**config.mk**
```make
export PLATFORM = sky130hd
export DESIGN_NAME = instr_loader
export DESIGN_NICKNAME = d
export VERILOG_FILES = /design/src/rtl/instr_loader_pkg.sv /design/src/rtl/prog_ram.sv /design/src/rtl/instr_loader.sv
export SDC_FILE = /design/constraint.sdc
export NUM_CORES = 2
export LEC_CHECK = 0
export BUFFER_PORTS_ARGS = -buffer_cell sky130_fd_sc_hd__buf_2
export CORE_ASPECT_RATIO = 0.5
export CORE_MARGIN = 2
export CORE_UTILIZATION = 60
export CTS_BUF_LIST = sky130_fd_sc_hd__clkbuf_8
export CTS_CLUSTER_DIAMETER = 150
export CTS_CLUSTER_SIZE = 10
export DETAILED_ROUTE_END_ITERATION = 8
export MAX_ROUTING_LAYER = met4
export PLACE_DENSITY = 0.76
export SYNTH_ARGS = -nofsm -noshare
export SYNTH_HDL_FRONTEND = slang
export SYNTH_SLANG_ARGS = --single-unit
export TNS_END_PERCENT = 50
```
**constraint.sdc**
```tcl
create_clock -name CLK -period 3 [get_ports CLK]
set_input_delay 0.3 -clock CLK [delete_from_list [all_inputs] [get_ports CLK]]
set_output_delay 0.3 -clock CLK [all_outputs]
set_load 0.01 [all_outputs]
```
**src/rtl/instr_loader_pkg.sv**
```systemverilog
// Shared types and constants for the program loader / instruction responder.
package instr_loader_pkg;
   typedef enum logic [1:0] {IDLE, LOAD, RUN} state_t;
   localparam logic [7:0] HALT_INSTR = 8'hC3;
   localparam int         PROG_DEPTH = 256;
endpackage

```
**src/rtl/prog_ram.sv**
```systemverilog
// Program RAM: one synchronous write port, one asynchronous read port, no reset.
module prog_ram #(
   parameter int ADDR_W = 8,
   parameter int DATA_W = 8
) (
   input  logic              CLK,
   input  logic              i_we,
   input  logic [ADDR_W-1:0] i_waddr,
   input  logic [DATA_W-1:0] i_wdata,
   input  logic [ADDR_W-1:0] i_raddr,
   output logic [DATA_W-1:0] o_rdata
);
   logic [DATA_W-1:0] r_mem [2**ADDR_W];

   always_ff @(posedge CLK) begin
      if (i_we) r_mem[i_waddr] <= i_wdata;
   end

   assign o_rdata = r_mem[i_raddr];
endmodule

```
**src/rtl/instr_loader.sv**
```systemverilog
// Loads a program over a valid/ready port into RAM, then serves CPU fetches;
// fetches beyond the loaded program return a self-loop halt instruction.
module instr_loader import instr_loader_pkg::*; #(
   parameter int         ADDR_W     = 8,
   parameter logic [7:0] HALT_INSTR = instr_loader_pkg::HALT_INSTR
) (
   input  logic            CLK,
   input  logic            Reset,
   input  logic [ADDR_W-1:0] pc,
   output logic [7:0]      instruction,
   input  logic            load_start,
   input  logic            load_valid,
   input  logic [7:0]      load_data,
   input  logic            load_last,
   output logic            load_ready,
   output logic            running,
   output logic            halted,
   output logic [ADDR_W:0] prog_len
);
   localparam logic [ADDR_W:0] LAST_CNT = (ADDR_W+1)'((2**ADDR_W) - 1);

   state_t            r_state;
   logic [ADDR_W-1:0] r_wr_addr;
   logic [ADDR_W:0]   r_prog_len;
   logic              w_we;
   logic              w_full;
   logic              w_in_prog;
   logic [7:0]        w_rdata;

   // load_start beats a coincident byte, so it is never written
   assign w_we      = (r_state == LOAD) && load_valid && !load_start;
   assign w_full    = (r_prog_len == LAST_CNT);
   assign w_in_prog = ({1'b0, pc} < r_prog_len);

   always_ff @(posedge CLK) begin
      if (Reset) begin
         r_state    <= IDLE;
         r_wr_addr  <= '0;
         r_prog_len <= '0;
      end else begin
         case (r_state)
            IDLE, RUN: begin
               if (load_start) begin
                  r_state    <= LOAD;
                  r_wr_addr  <= '0;
                  r_prog_len <= '0;
               end
            end
            LOAD: begin
               if (load_start) begin
                  r_wr_addr  <= '0;
                  r_prog_len <= '0;
               end else if (load_valid) begin
                  // the final slot is filled without bumping the address past the end
                  if (!w_full) r_wr_addr <= r_wr_addr + 1'b1;
                  r_prog_len <= r_prog_len + 1'b1;
                  if (load_last || w_full) r_state <= RUN;
               end
            end
            default: r_state <= IDLE;
         endcase
      end
   end

   prog_ram #(.ADDR_W(ADDR_W), .DATA_W(8)) u_ram (
      .CLK     (CLK),
      .i_we    (w_we),
      .i_waddr (r_wr_addr),
      .i_wdata (load_data),
      .i_raddr (pc),
      .o_rdata (w_rdata)
   );

   assign load_ready  = (r_state == LOAD);
   assign running     = (r_state == RUN);
   assign halted      = running && !w_in_prog;
   assign prog_len    = r_prog_len;
   assign instruction = (running && w_in_prog) ? w_rdata : HALT_INSTR;
endmodule

```
==> impl_metrics.ini <==
[run_status]
outcome = complete, but fails checks
violations = setup timing

[logic_synthesis]
syn_avg_cell_area_um2 = 20.5
syn_nets = 3982
yosys-top-cells-area = edfxtp_1 76%, mux4_2 12%, mux2i_1 2.9%
post-synth-top-area-cell = edfxtp_1
synth_most_common_cell = edfxtp_1
yosys-top-cells-count = 2048 x edfxtp_1, 444 x mux4_2, 342 x nor2_1
ys_ff_latch = 2067
synth_area_um2 = 80800
synth_edf_count = 2048
seq_area_frac_synth_pct = 76.6
synth_cells = 3948
synth_top_area_share_pct = 76.1
synth_flop_cell = edfxtp_1
yosysUniqueCellTypes = 62
synth_warnings = 0
synth-async-reset-ratio_pct = 0

[route]
via_per_inst = 6.76
routed_wl_mm = 213
route.detailed.drc = 0
wire_per_inst_um = 32.3
ant_nets = 0
first_pass_iters = 6
drt_iter0_markers = 6937
vias = 44644

[sta]
hold_viol_final = 0
rsz0062_at_grt = true
fin_ws_ns = -0.967
max_freq_ghz = 0.252
hold_slack_ns = 0.129
tns_ns = -6.66
fin_crit_sh_pct = 132
worstMarginPinSlew_ns = 1.14
final.setup_skew_ns = 0.0528
relSlewSlack_pct = 24.1
slew_violations = 0
period_needed_ns = 3.97
finalSetupViolCount = 9

[floorplanning]
rows = 95
core_area_um2 = 134000
ioPinCount = 41
die_w_um = 523
dieHeight_um = 264
initial_utilization_pct = 60.3
dieArea_um2 = 138000

[place]
dpl_cell_area_um2 = 88700
port_buffers = 40
hpwl_mm = 141
placed_cells = 6299
gp_congestion = 0.993
pre_cts_slack_ns = -1.05

[global_routing]
grt_overflow = 0
grt_pass1_vias = 44362
grt_pass1_wl_mm = 306
antenna_found_initial = 10
grt_max_degree = 108
grtUsageTotal_pct = 32.3

[power]
ir_drop_mv = 0.385
power.density_nw_per_um2 = 553
p_total_mw = 51.2
power.leakage_nw = 30.5

[worst_setup_path]
r2r_cells = 7
cp.depth = 12
r2r_start = r_state[0]
slowest_delay_ns = 0.59
crit_chain = inv_2, ha_4, and4_1, o21ai_1, o211ai_1, buf_6, a211oi_2, buf_6, nand4_1, nand2_4, or4_4, buf_6
cp_max_fo = 7
slowest_stage = or4_4
worstSetupStartpointType = flip-flop
path_buf_inv = 4
worst_ep_required_time_ns = 2.70
cp_common_cell = buf_6
startpoint = prog_len[5]
cp-end-kind = output port
critPathArrivalTime_ns = 3.67
critPathTopFamily = simple AND/OR/NAND/NOR gates
path_class = flip-flop to output port

[cells_and_area]
fin_cells = 6602
finish.utilization_pct = 69.1
nNetsFinal = 4781
area_delta_synth_final_pct = 14.6
postLayoutCellArea_um2 = 92600
drive_above_1_share_pct = 32.5

[min_path]
hp-start = Reset
hold_depth = 3
hold_class = primary input to flip-flop

[clock_network]
cts_buffers = 224
clk_latency_ns = 0.98
cts.reportedPaths.clkPinSlew_ns = 0.08
cts_tree = done
cts_max_level = 4
cts.sinks = 2067
clock_path_buffers = 3
clock_tree.root_cell = clkbuf_8

[job]
maxCapViolations = 0
-- placed cells by master (no fill, tap or decap), types with 18 or more instances in the layout --
| cell type | n |
|---|---|
| edfxtp_1 | 2048 |
| buf_12 | 71 |
| buf_4 | 679 |
| nor2_1 | 338 |
| o21ai_0 | 88 |
| mux4_2 | 444 |
| clkbuf_8 | 232 |
| nor3_1 | 18 |
| a21oi_1 | 42 |
| nand4_1 | 19 |
| a221oi_1 | 86 |
| mux2i_1 | 232 |
| nand2_1 | 83 |
| nand3_1 | 24 |
| buf_2 | 24 |
| inv_1 | 44 |
| a22oi_1 | 19 |
-- worst min-delay path: stages --
cell and delay (ns):
dlygate4sd3_1 0.52, buf_2 0.17, nor2_1 0.06
-- flip-flops by register name, summed over array words and instances (netlist names) --
name         cells
prog_len         9
u_ram.r_mem   2048
r_wr_addr        8
r_state          2
-- final cells by class --
cell class,instances,area [um2]
Antenna cell,12,30.0
Clock buffer,225,3100
Clock inverter,50,287
Fill cell,7883,41400
Inverter,15,57.6
Multi-Input combinational cell,1632,18000
Sequential cell,2067,61900
Tap cell,1794,2240
Timing Repair Buffer,807,7030
-- timing repair --
item / CTS / global route
resized for setup: 62 / 24
endpoints found under the hold margin: 530 / 0
hold buffers: 14 / 0
pin swaps: 9 / 11
setup buffers: 3 / 0
setup endpoints to repair: 9 / 9
-- report_power, final --
part	switching (mW)	leakage [nW]	internal (mW)	total [mW]
registers	0.00483	18.6	31.7	31.7
clock network	9.34	1.86	6.76	16.1
logic	2.03	10.1	1.34	3.37
total	11.4	30.5	39.8	51.2
-- cell families after synthesis --
family                     synth area share (%)
DFF                                        76.6
AOI/OAI and AO/OA                          3.13
xor gates and xnor gates                  0.108
buffers and inverters                      1.66
muxes                                      15.4
and+or+nand+nor                            2.89
adders and majority gates                 0.201
-- worst paths after layout --
path                                            to  slack, ns
worst max-delay path                instruction[2]      -0.97
worst min-delay path                  r_wr_addr[1]       0.13
worst max register to register  u_ram.r_mem[54][6]       0.15
worst min register to register         prog_len[8]       0.54
-- routing by layer --
metal	share of wire [%]	up-vias	wire length, um	track usage, %
met5	0	-	0	-
met4	3.2	0	6810	10.4
met3	14	444	30300	9.86
met2	46	3377	97800	46.4
met1	37	23013	78500	44.9
li1	-	17810	-	-
No activity file was read; power rests on OpenSTA's default activity.
